$ cat src/rtl/fdd_track_sequencer_if.sv
// SD host sector port shared by the track sequencer (master) and SD host (slave).
interface fdd_track_sequencer_if;
    logic [31:0] sd_lba;
    logic        sd_rd;
    logic        sd_wr;
    logic        sd_ack;

    modport master (
        output sd_lba,
        output sd_rd,
        output sd_wr,
        input  sd_ack
    );

    modport slave (
        input  sd_lba,
        input  sd_rd,
        input  sd_wr,
        output sd_ack
    );
endinterface

$ cat src/rtl/fdd_track_sequencer.sv
// Floppy track buffer sequencer: writes back dirty sectors of the old track,
// then loads every sector of the new track over SD channel 0.
module fdd_track_sequencer #(
    parameter int SPT   = 13,
    parameter int SEC_W = 4
) (
    input  logic                  CLK_VIDEO,
    input  logic                  reset,
    input  logic [5:0]            track,
    input  logic                  img_mounted,
    input  logic                  img_present,
    input  logic                  img_readonly,
    input  logic                  fd_write_disk,
    input  logic [13:0]           fd_track_addr,
    fdd_track_sequencer_if.master sd,
    output logic [SEC_W-1:0]      track_sec,
    output logic                  cpu_wait,
    output logic [SPT-1:0]        dirty
);
    typedef enum logic [2:0] {
        IDLE, WB_REQ, WB_XFER, RD_REQ, RD_XFER
    } state_t;

    state_t           state, state_n;
    logic [5:0]       cur_track, cur_track_n;
    logic [5:0]       ld_track, ld_track_n;
    logic [5:0]       wb_track, wb_track_n;
    logic [SEC_W-1:0] sec, sec_n, track_sec_n, low_idx;
    logic [31:0]      lba_n;
    logic             rd_n, wr_n, cpu_wait_n;
    logic             loaded, loaded_n;
    logic             mnt_pend, mnt_pend_n;
    logic             old_ack, rise, fall;
    logic             mount, trigger;
    logic [SPT-1:0]   dirty_n, wr_mask, cur_mask;
    logic             unused_addr;

    assign unused_addr = ^fd_track_addr[8:0];

    assign rise    = ~old_ack & sd.sd_ack;
    assign fall    = old_ack & ~sd.sd_ack;
    assign mount   = img_mounted | mnt_pend;
    assign trigger = ((track != cur_track) && loaded) || mount;

    function automatic logic [31:0] lba_of(
        input logic [5:0]       t,
        input logic [SEC_W-1:0] s
    );
        return 32'(SPT) * {26'd0, t} + {{(32-SEC_W){1'b0}}, s};
    endfunction

    // Sector decode: slots >= SPT and the upper half (bit 13) never match.
    always_comb begin
        low_idx  = '0;
        wr_mask  = '0;
        cur_mask = '0;
        for (int i = SPT - 1; i >= 0; i--) begin
            if (dirty[i])
                low_idx = SEC_W'(i);
        end
        for (int i = 0; i < SPT; i++) begin
            wr_mask[i]  = fd_write_disk && !fd_track_addr[13]
                          && (fd_track_addr[12:9] == 4'(i));
            cur_mask[i] = (track_sec == SEC_W'(i));
        end
    end

    always_comb begin
        state_n     = state;
        cur_track_n = cur_track;
        ld_track_n  = ld_track;
        wb_track_n  = wb_track;
        sec_n       = sec;
        track_sec_n = track_sec;
        lba_n       = sd.sd_lba;
        rd_n        = sd.sd_rd;
        wr_n        = sd.sd_wr;
        cpu_wait_n  = cpu_wait;
        loaded_n    = loaded;
        dirty_n     = dirty;
        mnt_pend_n  = mnt_pend | img_mounted;
        unique case (state)
            IDLE: begin
                if (trigger) begin
                    mnt_pend_n  = 1'b0;
                    ld_track_n  = track;
                    cur_track_n = track;
                    wb_track_n  = cur_track;
                    sec_n       = '0;
                    if (!img_present) begin
                        loaded_n = 1'b0;
                        dirty_n  = '0;
                    end else begin
                        cpu_wait_n = 1'b1;
                        if (mount) begin
                            dirty_n = '0;
                            state_n = RD_REQ;
                        end else if (|dirty) begin
                            state_n = WB_REQ;
                        end else begin
                            state_n = RD_REQ;
                        end
                    end
                end else if (loaded && !img_readonly) begin
                    dirty_n = dirty | wr_mask;
                end
            end
            WB_REQ: begin
                lba_n       = lba_of(wb_track, low_idx);
                track_sec_n = low_idx;
                wr_n        = 1'b1;
                state_n     = WB_XFER;
            end
            WB_XFER: begin
                if (rise)
                    wr_n = 1'b0;
                if (fall) begin
                    wr_n    = 1'b0;
                    dirty_n = dirty & ~cur_mask;
                    if ((dirty & ~cur_mask) == '0) begin
                        sec_n   = '0;
                        state_n = RD_REQ;
                    end else begin
                        state_n = WB_REQ;
                    end
                end
            end
            RD_REQ: begin
                lba_n       = lba_of(ld_track, sec);
                track_sec_n = sec;
                rd_n        = 1'b1;
                state_n     = RD_XFER;
            end
            RD_XFER: begin
                if (rise)
                    rd_n = 1'b0;
                if (fall) begin
                    rd_n = 1'b0;
                    if (sec == SEC_W'(SPT - 1)) begin
                        loaded_n   = 1'b1;
                        cpu_wait_n = 1'b0;
                        state_n    = IDLE;
                    end else begin
                        sec_n   = sec + SEC_W'(1);
                        state_n = RD_REQ;
                    end
                end
            end
            default: state_n = IDLE;
        endcase
    end

    always_ff @(posedge CLK_VIDEO) begin
        if (reset) begin
            state     <= IDLE;
            cur_track <= '0;
            ld_track  <= '0;
            wb_track  <= '0;
            sec       <= '0;
            track_sec <= '0;
            sd.sd_lba <= '0;
            sd.sd_rd  <= 1'b0;
            sd.sd_wr  <= 1'b0;
            cpu_wait  <= 1'b0;
            loaded    <= 1'b0;
            dirty     <= '0;
            mnt_pend  <= 1'b0;
            old_ack   <= 1'b0;
        end else begin
            state     <= state_n;
            cur_track <= cur_track_n;
            ld_track  <= ld_track_n;
            wb_track  <= wb_track_n;
            sec       <= sec_n;
            track_sec <= track_sec_n;
            sd.sd_lba <= lba_n;
            sd.sd_rd  <= rd_n;
            sd.sd_wr  <= wr_n;
            cpu_wait  <= cpu_wait_n;
            loaded    <= loaded_n;
            dirty     <= dirty_n;
            mnt_pend  <= mnt_pend_n;
            old_ack   <= sd.sd_ack;
        end
    end
endmodule

$ cat src/flat_wrapper.sv
// flat-port wrapper written by rule: the top's interface ports become plain ports
module fdd_track_sequencer_flat 
#(
    parameter int SPT   = 13,
    parameter int SEC_W = 4
)
  (CLK_VIDEO, reset, track, img_mounted, img_present, img_readonly, fd_write_disk, fd_track_addr, track_sec, cpu_wait, dirty, sd_sd_lba, sd_sd_rd, sd_sd_wr, sd_sd_ack);
  fdd_track_sequencer_if sd_i ();
  input  logic CLK_VIDEO;
  input  logic reset;
  input  logic [5:0] track;
  input  logic img_mounted;
  input  logic img_present;
  input  logic img_readonly;
  input  logic fd_write_disk;
  input  logic [13:0] fd_track_addr;
  output logic [SEC_W-1:0] track_sec;
  output logic cpu_wait;
  output logic [SPT-1:0] dirty;
  output wire logic [$bits(sd_i.sd_lba)-1:0] sd_sd_lba;
  output wire logic [$bits(sd_i.sd_rd)-1:0] sd_sd_rd;
  output wire logic [$bits(sd_i.sd_wr)-1:0] sd_sd_wr;
  input wire logic [$bits(sd_i.sd_ack)-1:0] sd_sd_ack;
  assign sd_sd_lba = sd_i.sd_lba;
  assign sd_sd_rd = sd_i.sd_rd;
  assign sd_sd_wr = sd_i.sd_wr;
  assign sd_i.sd_ack = sd_sd_ack;
  fdd_track_sequencer #(.SPT(SPT), .SEC_W(SEC_W)) u_core (.CLK_VIDEO(CLK_VIDEO), .reset(reset), .track(track), .img_mounted(img_mounted), .img_present(img_present), .img_readonly(img_readonly), .fd_write_disk(fd_write_disk), .fd_track_addr(fd_track_addr), .sd(sd_i), .track_sec(track_sec), .cpu_wait(cpu_wait), .dirty(dirty));
endmodule
$ cat config.mk
export PLATFORM = sky130hd
export DESIGN_NAME = fdd_track_sequencer_flat
export DESIGN_NICKNAME = d
export VERILOG_FILES = /design/src/rtl/fdd_track_sequencer_if.sv /design/src/rtl/fdd_track_sequencer.sv /design/src/flat_wrapper.sv
export SDC_FILE = /design/constraint.sdc
export NUM_CORES = 1
export LEC_CHECK = 0
export CORE_MARGIN = 4
export CORE_UTILIZATION = 35
export CTS_CLUSTER_SIZE = 16
export DETAILED_ROUTE_END_ITERATION = 7
export HOLD_SLACK_MARGIN = 0.02
export PLACE_DENSITY_LB_ADDON = 0.1
export SLEW_MARGIN = 20
export SYNTH_ARGS = -nofsm -noshare
export SYNTH_HDL_FRONTEND = slang
export SYNTH_SLANG_ARGS = --single-unit
$ cat constraint.sdc
create_clock -name CLK_VIDEO -period 2.7 [get_ports CLK_VIDEO]
set_input_delay 0.54 -clock CLK_VIDEO [delete_from_list [all_inputs] [get_ports CLK_VIDEO]]
set_output_delay 0.54 -clock CLK_VIDEO [all_outputs]
set_load 0.02 [all_outputs]
==> impl_metrics.yaml <==
timing:
  worst_slew_pin_slew_ns: 0.7108
  fin_hold_ws_ns: 0.4726
  finalCritPeriodShare: 1.129
  fin_skew_ns: 0.007260
  finalSetupTns_ns: -1.530
  rsz0062_at_grt: "yes"
  hold_viol: 0
  slew_violations: 0
  setup_violations: 6
  relSlewSlack: 0.5261
  setup_ws_ns: -0.3471
  fmax_mhz: 328.2
  finalCriticalPeriod_ns: 3.047
global_route:
  antenna_found_initial: 0
  grt.overflow.total: 0
  first_global_vias: 4037
  grt_max_degree: 38
  grt_pass1_wl_um: 20200
  gr-usage-all-layers: 0.1725
critical_path:
  path_cells: "nor2_4, o21ai_2, a211oi_2, nor3_1, nor3_1, ha_1, ha_4, fa_2, a21oi_2, o211ai_1, nor4_1, nor3_1, xor2_1, a22oi_1, a21oi_1"
  r2r_setup_slack_ns: -0.35
  crit_path_max_fanout: 4
  cp_top_family: "adder cells"
  max_stage_delay_ns: 0.36
  startpoint_type: "flip-flop"
  cp-end-kind: "flip-flop"
  crit_slowest_cell: "dfxtp_4"
  crit_arrival_ns: 3.20
  required_ns: 2.86
  crit_type: "flip-flop to flip-flop"
  cp_common_cell: "nor3_1"
  cp.buffers_inverters: 0
synthesis:
  synth.top_cells.by_count: "ha_1 (55), nor2_1 (54), dfxtp_1 (53), inv_1 (47), nand2_1 (30)"
  synth_area_um2: 4375
  yosysMostFrequentCell: "ha_1"
  syn_inst: 530
  ys_types: 61
  synth_sequential_area_ratio: 0.2425
  synth_flop_cell: "dfxtp_1"
  yosys_warnings: 0
  synth_edf_count: 0
  ys_ff_latch: 53
  ys_async_sr_fraction: 0
  yosys.area.top_type: "dfxtp_1"
  syn_area_per_cell_um2: 8.256
  synth_area_leaders: "dfxtp_1 (24%), ha_1 (16%), mux2i_1 (5.3%)"
  synth_top_area_frac: 0.2425
job:
  max-cap-violations: 0
cells_and_area:
  stdcell_area_um2: 5864
  final_net_count: 721
  area_delta_synth_final_pct: 34.03
  finish.utilization: 0.4842
  drive_above_1_share: 0.2199
  n_antenna_cell: 0
placed_design:
  detailed_place.area_um2: 5495
  hpwl_um: 9657
  port_buffers: 48
  routabilityCongestion: 0.9141
pwr:
  seqPwrFrac: 0.280
  p_total_w: 0.003524
  irDropWorstVdd_v: 0.0002774
  leakage_nw: 2.510
  comb_power_share: 0.503
  netSwitchingPower_w: 0.001407
  p_clk_frac: 0.217
  p_sw_frac: 0.3993
  p_int_w: 0.002117
  p_per_area_nw_per_um2: 600.9
clocking:
  root_buffer: "clkbuf_16"
  clockBufferDepth: 2
  cts.sinks: 53
  cts-buffers-inserted: 5
  htreeDepth: 2
  clk_pin_slew_ns: 0.07
  clk_latency_ns: 0.30
  cts_tree: "yes"
  cts_hold_buf: 0
floorplan:
  dieArea_um2: 14350
  ios: 79
  die_y_um: 119.8
  die-width_um: 119.8
  core_area_um2: 12110
  start_util: 0.3613
  row_count: 40
drt:
  first_pass_iters: 4
  routedWlPerCell_um: 15.13
  vias_per_cell: 5.090
  drtAntennaViolNets: 0
  drc_errors: 0
  vias: 4072
  drt-total-wl_um: 12100
  drt_iter0_markers: 201
status:
  status: "finished, violations left"
  violations: "negative setup slack"
worst_hold_path:
  hp-class: "flip-flop to flip-flop"
## power by group through the flow
stage | logic, W | registers (W) | clock network [W]
2_1_floorplan | 0.00112 | 0.00103 | 0
3_3_place_gp | 0.00170 | 0.00101 | 0
3_5_place_dp | 0.00171 | 0.00101 | 0
4_1_cts | 0.00176 | 0.000991 | 0.000787
5_1_grt | 0.00197 | 0.00101 | 0.000823
6_report | 0.00177 | 0.000988 | 0.000764
## layout make-up
class	count	area (um^2)
flip-flops and latches	53	1085
well taps	168	210.2
repair buffers	120	1032
clock inverters	1	30.03
fillers	1219	6247
multi-input cells	404	3188
inverters	47	176.4
clock buffers	7	142.6
## layer usage
| layer | part of all wire | GRT usage |
|---|---|---|
| met5 | 0 | 0 |
| met4 | 0.0089 | 0.03579 |
| met3 | 0.052 | 0.03440 |
| met2 | 0.47 | 0.2839 |
| met1 | 0.47 | 0.2351 |
## flip-flops by register name, summed over array words and instances, names as in the netlist, 3 cells and up
register	count
u_core.sd.sd_lba	11
u_core.cur_track	6
u_core.track_sec	4
u_core.dirty	13
u_core.sec	4
u_core.wb_track	6
u_core.state	3
## worst paths after layout
kind                                          start                   to  cells past startpoint
worst min register to register  u_core.sd.sd_lba[3]  u_core.sd.sd_lba[3]                      2
worst max-delay path                u_core.dirty[9]  u_core.sd.sd_lba[9]                     15
worst min-delay path            u_core.sd.sd_lba[3]  u_core.sd.sd_lba[3]                      2
worst max register to register      u_core.dirty[9]  u_core.sd.sd_lba[9]                     15
## through the flow
| step | instances | setup slack [ns] |
|---|---|---|
| 2_1_floorplan | 550 | -0.1567 |
| 3_3_place_gp | 783 | -0.4534 |
| 3_5_place_dp | 783 | -0.5057 |
| 4_1_cts | 797 | -0.3897 |
| 5_1_grt | 800 | -0.5725 |
| 6_report | 800 | -0.3471 |
## tightest hold or removal path: cells and delay by family, from the launching register on
family             cells  cell delay (ns)
AOI/OAI and AO/OA      1             0.06
and+or+nand+nor        1             0.06
DFF                    1             0.31
## kinds of logic after synthesis
group	share of synthesized area
AND/OR/NAND/NOR	0.1707
AO/OA/AOI/OAI	0.1930
buffers and inverters	0.1029
adder cells (fa/ha/maj)	0.1939
flip-flops	0.2425
multiplexers	0.05262
XOR/XNOR	0.04347
other	0.0008571
## timing repair
action                                  4_1_cts  5_1_grt
pin swaps                                    24       11
buffers inserted                              6        3
endpoints found under the hold margin         0        0
resized for setup                            19        6
endpoints found under the setup margin        7        7
## cell usage in the layout, fill, tap and decap left out, types with 8 or more instances in the layout
cell type        instances
ha_1                    45
buf_4                   70
conb_1                  21
xnor2_1                 11
dfxtp_1                 42
nand3_1                 19
clkdlybuf4s50_1         47
nand2_1                 30
inv_1                   46
nor3_1                  13
a31oi_1                 17
a211oi_1                14
mux2i_1                 23
a21oi_1                 19
o21ai_1                  8
o211ai_1                 8
ha_4                     9
nor2_1                  52
No activity file was read; power rests on OpenSTA's default activity.
